### src/rtl/range_display_pkg.sv
// Shared types and constants for the range display back-end.
// Holds the conversion FSM encoding, datapath widths and the
// double-dabble iteration step used by range_bcd_display.
package range_display_pkg;

  typedef enum logic {IDLE, CONVERT} conv_state_t;

  localparam int NUM_DIGITS  = 4;
  localparam int BIN_W       = 12;
  localparam int BCD_W       = 16;
  localparam int CONV_CYCLES = 12;

  // A nibble at or above this value would exceed 9 after doubling.
  localparam logic [3:0] ADD3_THRESH = 4'd5;

  // One shift-add-3 iteration: correct every BCD nibble, then shift
  // the concatenated {bcd, bin} left by one bit.
  function automatic logic [BCD_W+BIN_W-1:0] dd_step(
    input logic [BCD_W-1:0] bcd,
    input logic [BIN_W-1:0] bin
  );
    logic [BCD_W-1:0] adj;
    adj = bcd;
    for (int i = 0; i < NUM_DIGITS; i++) begin
      if (adj[i*4 +: 4] >= ADD3_THRESH) adj[i*4 +: 4] = adj[i*4 +: 4] + 4'd3;
    end
    return {adj, bin} << 1;
  endfunction

endpackage

### src/rtl/range_bcd_display_seg7.sv
// Hex to 7-segment decoder shared across the range-finder codebase.
// Ports:
//   counter  [3:0] - nibble to display (0..F)
//   segments [6:0] - active-high pattern, bit order {g,f,e,d,c,b,a}
module seg7 (
  input  logic [3:0] counter,
  output logic [6:0] segments
);

  always_comb begin
    segments = 7'h00;
    case (counter)
      4'h0: segments = 7'h3F;
      4'h1: segments = 7'h06;
      4'h2: segments = 7'h5B;
      4'h3: segments = 7'h4F;
      4'h4: segments = 7'h66;
      4'h5: segments = 7'h6D;
      4'h6: segments = 7'h7D;
      4'h7: segments = 7'h07;
      4'h8: segments = 7'h7F;
      4'h9: segments = 7'h6F;
      4'hA: segments = 7'h77;
      4'hB: segments = 7'h7C;
      4'hC: segments = 7'h39;
      4'hD: segments = 7'h5E;
      4'hE: segments = 7'h79;
      4'hF: segments = 7'h71;
      default: segments = 7'h00;
    endcase
  end

endmodule

### src/rtl/range_bcd_display.sv
// Four-digit decimal readout for the range-measurement chip.
// Converts a 12-bit binary result to BCD with an iterative
// double-dabble engine (12 cycles) and scans the digits onto one
// 7-segment bus.
// Ports:
//   clock, reset        - clock, synchronous active-high reset
//   value_in    [11:0]  - binary value to display
//   value_valid         - load strobe, honoured only while idle
//   busy                - conversion in progress
//   segments    [6:0]   - pattern of the digit currently scanned
//   digit_en    [3:0]   - one-hot digit enable, bit 0 = ones
module range_bcd_display
  import range_display_pkg::*;
#(
  parameter int SCAN_DIV = 1024,
  parameter bit BLANK_LZ = 1'b1
) (
  input  logic                  clock,
  input  logic                  reset,
  input  logic [BIN_W-1:0]      value_in,
  input  logic                  value_valid,
  output logic                  busy,
  output logic [6:0]            segments,
  output logic [NUM_DIGITS-1:0] digit_en
);

  localparam int DIV_W = $clog2(SCAN_DIV);

  conv_state_t      state;
  logic [BCD_W-1:0] bcd_sr;
  logic [BIN_W-1:0] bin_sr;
  logic [3:0]       bit_cnt;
  logic [BCD_W-1:0] disp_bcd;
  logic [DIV_W-1:0] div_cnt;
  logic [1:0]       dig_idx;

  logic [BCD_W+BIN_W-1:0] step_res;
  logic                   conv_done;
  logic                   scan_wrap;
  logic [1:0]             dig_idx_nxt;
  logic [BCD_W-1:0]       disp_nxt;
  logic                   lit_nxt;
  logic [3:0]             cur_nib;

  assign step_res  = dd_step(bcd_sr, bin_sr);
  assign conv_done = (state == CONVERT) && (bit_cnt == 4'(CONV_CYCLES - 1));
  assign scan_wrap = (div_cnt == DIV_W'(SCAN_DIV - 1));

  // digit_en is registered, so it is computed from the values that
  // dig_idx and disp_bcd are about to take; this keeps the enable
  // aligned with the segments decoded from those same registers.
  always_comb begin
    dig_idx_nxt = scan_wrap ? dig_idx + 2'd1 : dig_idx;
    disp_nxt    = conv_done ? step_res[BCD_W+BIN_W-1 -: BCD_W] : disp_bcd;
    lit_nxt     = !BLANK_LZ || (dig_idx_nxt == 2'd0);
    for (int j = 0; j < NUM_DIGITS; j++) begin
      if (j >= int'(dig_idx_nxt) && disp_nxt[j*4 +: 4] != 4'd0) lit_nxt = 1'b1;
    end
  end

  // Conversion FSM
  always_ff @(posedge clock) begin
    if (reset) begin
      state    <= IDLE;
      busy     <= 1'b0;
      bcd_sr   <= '0;
      bin_sr   <= '0;
      bit_cnt  <= '0;
      disp_bcd <= '0;
    end else begin
      case (state)
        IDLE: if (value_valid) begin
          state   <= CONVERT;
          busy    <= 1'b1;
          bin_sr  <= value_in;
          bcd_sr  <= '0;
          bit_cnt <= '0;
        end
        CONVERT: begin
          {bcd_sr, bin_sr} <= step_res;
          bit_cnt          <= bit_cnt + 4'd1;
          if (conv_done) begin
            state    <= IDLE;
            busy     <= 1'b0;
            disp_bcd <= disp_nxt;
          end
        end
        default: begin
          state <= IDLE;
          busy  <= 1'b0;
        end
      endcase
    end
  end

  // Digit scan, free-running and independent of conversion
  always_ff @(posedge clock) begin
    if (reset) begin
      div_cnt  <= '0;
      dig_idx  <= '0;
      digit_en <= 4'b0001;
    end else begin
      div_cnt  <= scan_wrap ? '0 : div_cnt + DIV_W'(1);
      dig_idx  <= dig_idx_nxt;
      digit_en <= lit_nxt ? (4'b0001 << dig_idx_nxt) : 4'b0000;
    end
  end

  assign cur_nib = disp_bcd[dig_idx*4 +: 4];

  seg7 u_seg7 (
    .counter  (cur_nib),
    .segments (segments)
  );

endmodule

### config.mk
export PLATFORM = sky130hd
export DESIGN_NAME = range_bcd_display
export DESIGN_NICKNAME = d
export VERILOG_FILES = /design/src/rtl/range_display_pkg.sv /design/src/rtl/range_bcd_display_seg7.sv /design/src/rtl/range_bcd_display.sv
export SDC_FILE = /design/constraint.sdc
export NUM_CORES = 1
export LEC_CHECK = 0
export CORE_MARGIN = 2
export CORE_UTILIZATION = 25
export CTS_CLUSTER_DIAMETER = 80
export DETAILED_ROUTE_END_ITERATION = 6
export PLACE_DENSITY = 0.52
export SYNTH_ARGS = -nofsm -noshare
export SYNTH_HDL_FRONTEND = slang
export SYNTH_SLANG_ARGS = --single-unit
export TNS_END_PERCENT = 100
### constraint.sdc
create_clock -name clock -period 2.33 [get_ports clock]
set_input_delay 0.233 -clock clock [delete_from_list [all_inputs] [get_ports clock]]
set_output_delay 0.233 -clock clock [all_outputs]
set_load 0.05 [all_outputs]
# After elaboration in Yosys (flattened, before gate mapping)
# Memories as Yosys holds them, arrays and structs flattened.
# Index checks and enable logic that the tools add are counted.
# Widths: inputs -> output; s select.
dict set report word_totals {
  elab_cells 69
  ff_bits 66
  input_bits 15
  memories 1
  mem_bits_ro 112
  out_inout_bits 12
}
# name depth width rd rd_clocked_by_memory_dff write_ports line_no
set mem_list {}
lappend mem_list {{(name not given)} 16 7 1 0 0 range_bcd_display_seg7.sv:12} ;# case (counter)
dict set report op_classes {
  n_lt_le_gt_ge 7
  n_bitwise 2
  eq_ne 4
  mux 23
  add_sub_neg 7
  reduce_logical 13
  shifts 2
}
# operator count
set op_table {}
lappend op_table {{$mux 16} 2}
lappend op_table {{$pmux 16 s2} 1}
lappend op_table {{$pmux 12 s2} 1}
lappend op_table {{$ge 4x3->1 const B} 4}
lappend op_table {{$mux 4} 4}
lappend op_table {{$reduce_bool 4->1} 4}
lappend op_table {{$shiftx 16x5->4} 1}
lappend op_table {{$add 4x2->4 const B} 3}
lappend op_table {{$mux 12} 1}
lappend op_table {{$add 10x1->10 const B} 1}
lappend op_table {{$eq 10x10->1 const B} 1}
lappend op_table {{$mux 1} 9}
lappend op_table {{$pmux 4 s2} 1}
lappend op_table {{$add 4x1->4 const B} 1}
lappend op_table {{$eq 4x4->1 const B} 1}
lappend op_table {{$ge 1x2->1 const A} 2}
lappend op_table {{$logic_and 1x1->1} 4}
lappend op_table {{$pmux 1 s2} 2}
lappend op_table {{$reduce_and 2->1} 2}
lappend op_table {{$reduce_or 2->1} 2}
lappend op_table {{$shl 1x2->4 const A} 1}
lappend op_table {{$add 3x2->3 const B} 1}
lappend op_table {{$mux 3} 1}
lappend op_table {{$add 2x1->2 const B} 1}
lappend op_table {{other kinds (6)} 7}

# Longest topological paths before layout
dict set report logic_depth {
  ltp_word 11
  ltp_mapped 7
  depth_no_buf 7
}

# Hierarchy
# From an unflattened synthesis, not the netlist that was laid out.
dict set report unflattened {
  cells_unflattened 408
  area_unflattened_um2 3452.1
}
# mod cells_each area_each_um2 instances seq_area_each_um2
set by_module_without_submodules {}
lappend by_module_without_submodules {range_bcd_display 375 3165.5 1 1321.3}
lappend by_module_without_submodules {seg7 33 286.5 1 0.0}

# Worst setup path before layout
# Ideal clock, no wire load.
dict set report synth_timing {
  path_kind {register to output}
  from {reg dig_idx[0]}
  to {out segments[1]}
  required_time_ns 2.097
  path_slack_ns -0.220
  t_arrival_ns 2.317
  stages_incl_launch_ff 8
  path_buffers 1
  cell_sequence {dfxtp_1 > buf_6 > mux4_2 > inv_1 > ha_1 > inv_1 > mux2i_1 > a22oi_1}
}
dict set report synth_between {
  elab_chain_cells 2
}
# element line_no
set synth_lines {}
lappend synth_lines {{from (decl)} range_bcd_display.sv:35} ;# logic [1:0] dig_idx;
lappend synth_lines {{from (signal assigned)} range_bcd_display.sv:104} ;# dig_idx <= dig_idx_nxt;
lappend synth_lines {{$shiftx 16x5->4} range_bcd_display.sv:109} ;# assign cur_nib = disp_bcd[dig_idx*4 +: 4];
lappend synth_lines {{$mem_v2 16x7} -}
lappend synth_lines {{to (decl)} range_bcd_display.sv:23} ;# output logic [6:0] segments,
# No other way between the ends.

# Final worst setup path
dict set report layout_timing {
  from {reg dig_idx[0]}
  to {out segments[3]}
}
# The elaborated chain is that of the path after synthesis.

==> flow_metrics.tcl <==
set metrics [dict create \
    final_area_mm2 0.004566 \
    wl_per_cell_um 12.66 \
    nets 482 \
    cts_buffers 9 \
    holdWs_ns 0.1249 \
    relSlewSlack_pct 61.35 \
    path_class "reg -> out" \
    synth_top_area_share_pct 37.67 \
    synth_area_leaders "dfxtp_1 (38%), nor2_1 (7.1%), a21oi_1 (7.0%)" \
    initial_core_util_pct 25.46 \
    synthSimpleGateAreaFrac_pct 23.58 \
    drv_cap 0 \
    clk_transition_reported_paths_ns 0.05 \
    drt_pass1_iterations 4 \
    die_y_um 122.4 \
    async_flop_share_pct 0 \
    finalSetupViolCount 6 \
    startpoint "dig_idx[0]" \
    tns_ns -0.3791 \
    antenna_cells 0 \
    synthMuxAreaShare_pct 8.919 \
    gp_congestion 0.8137 \
    startpoint_type "flop" \
    area_delta_synth_final_pct 30.18 \
    ys_seq_area_share_pct 37.67 \
    syn_area_mm2 0.003507 \
    regToRegStartpoint "bcd_sr[12]" \
    irDropWorstVdd_mv 0.2974 \
    finalCritPeriodShare_pct 106.1 \
    htreeDepth 3 \
    clockRootBuffer "clkbuf_16" \
    drtIter0Drc 105 \
    ys_types 58 \
    wirelength_mm 8.040 \
    vias_per_cell 4.668 \
    crit_fanout 4 \
    rows 43 \
    insertion_delay_ns 0.33 \
    numPortBuffers 26 \
    min_from "reset" \
    ys_ff_latch 66 \
    cts_tree "yes" \
    placed_area_mm2 0.004056 \
    grt_overflow 0 \
    max_freq_ghz 0.4045 \
    die_w_um 122.4 \
    drive_gt1_share_pct 18.02 \
    rsz0062_at_grt "yes" \
    yosysWarnings 0 \
    fin_ws_ns -0.1424 \
    clockBufferDepth 2 \
    io-pin-count 27 \
    p_total_w 0.002894 \
    ys.flop_type "dfxtp_1" \
    die-area_mm2 0.01499 \
    worst_pin_slew_ns 0.5776 \
    grt_pass1_wl_mm 13.52 \
    synth_compound_area_share_pct 15.55 \
    finalHoldViolations 0 \
    status "finished with violations" \
    track_usage_pct 11.54 \
    synth_top_family_by_area "simple AND/OR/NAND/NOR gates" \
    required_ns 2.10 \
    antenna_found_initial 0 \
    worstPathArrival_ns 2.24 \
    vias 2964 \
    violations "negative setup slack" \
    hpwl_mm 5.507 \
    ant_nets 0 \
    power.leakage_nw 1.712 \
    cp-end-kind "output port" \
    cts_sinks 66 \
    yosysTopAreaCell "dfxtp_1" \
    coreArea_mm2 0.01377 \
    ctsHoldBuffers 0 \
    syn_area_per_cell_um2 8.451 \
    fin_skew_ns 0.004204 \
    period_minus_slack_ns 2.472 \
    synthCells 415 \
    synthXorXnorAreaFrac_pct 3.247 \
    report.final.slew_viol_count 0 \
    dp_slack_ns 0.04621 \
    synth_edf_count 0 \
    synth_fa_ha_area_share_pct 6.065 \
    syn_nets 447 \
    power.density_mw_per_mm2 633.8 \
    grt_pass1_vias 2843 \
    drc_errors 0 \
    min_path_type "in -> reg" \
    synth_common_cells "dfxtp_1 (66), nor2_1 (66), a21oi_1 (49)" \
    grt_max_degree 51 \
]
==> flip-flops by register name, indices dropped and copies added (netlist names), named ones only <==
| register | cells |
|---|---|
| div_cnt | 10 |
| bit_cnt | 4 |
| digit_en | 4 |
| state | 1 |
| dig_idx | 2 |
| busy | 1 |
| disp_bcd | 14 |
| bcd_sr | 16 |
| bin_sr | 12 |
==> worst paths after layout <==
check             slack [ns]  depth (start not counted)     endpoint
setup / recovery       -0.14                          7  segments[3]
hold / removal          0.12                          2   div_cnt[8]
hold reg to reg         0.47                          2         flop
setup reg to reg        0.19                          7  digit_en[3]
==> metal layers <==
| metal | global-route usage [%] | wire length (um) | up-vias |
|---|---|---|---|
| li1 | - | - | 1524 |
| met1 | 13.54 | 3708 | 1401 |
| met2 | 19.79 | 4019 | 31 |
| met3 | 3.113 | 208 | 8 |
| met4 | 4.813 | 104 | 0 |
| met5 | 0 | 0 | - |
==> critical path: stages (launching register included) <==
cell	delay, ns
dfxtp_4	0.36
mux4_2	0.56
inv_2	0.11
ha_4	0.14
inv_2	0.03
mux4_2	0.47
clkinvlp_4	0.10
buf_12	0.13
==> logic make-up (layout without fill, tap and decap cells) <==
group	Yosys count	in the layout
simple gates	169	169
buf+inv	41	80
xor+xnor	13	13
fa+ha+maj	17	17
mux	25	26
flops	66	66
compound gates	84	84
==> power breakdown <==
part,internal [W],switching (W)
clock network,0.00107,0.000504
logic,0.0000615,0.0000833
registers,0.00115,0.0000194
==> layout by cell type, fill, tap and decap left out, types with 2 or more instances in the layout <==
master / instances
clkbuf_16: 9
ha_2: 2
o21ba_1: 2
dfxtp_1: 64
xor2_1: 7
buf_6: 2
nor3b_1: 8
nand3_1: 9
or3_1: 2
nor3_1: 21
nand3b_1: 2
nand4_1: 2
a21oi_1: 44
a22oi_2: 2
o41ai_1: 2
bufinv_16: 3
mux4_2: 6
nand2b_1: 5
inv_1: 13
nand2_1: 33
and2_1: 3
ha_1: 13
o21ai_0: 6
xnor2_1: 6
or3b_1: 2
mux2i_1: 20
inv_2: 3
a211oi_1: 5
o21ai_1: 2
nor2_1: 66
buf_12: 7
clkdlybuf4s50_1: 18
nor2b_4: 2
ha_4: 2
clkinvlp_4: 3
a21oi_2: 5
buf_4: 19
==> through the flow <==
stage,util [%],cells
finish,33.15,635
global route,33.15,635
floorplan,-,415
CTS,33.09,635
global placement,29.45,608
detailed placement,29.45,608
==> what timing repair did <==
item / 4_1_cts / 5_1_grt
hold endpoints to repair: 0 / 0
endpoints found under the setup margin: 7 / 7
pin swaps: 5 / 1
gates cloned: 1 / 0
setup buffers: 10 / 1
gates resized for setup: 15 / 5
==> cell type report <==
type,instances,area (um^2)
repair buffers,47,490.5
flip-flops and latches,66,1326
inverters,17,67.56
multi-input cells,309,2103
clock buffers,10,239.0
well taps,180,225.2
clock inverters,6,113.9
fillers,1431,9208
Power figures use the tool's default switching activity.
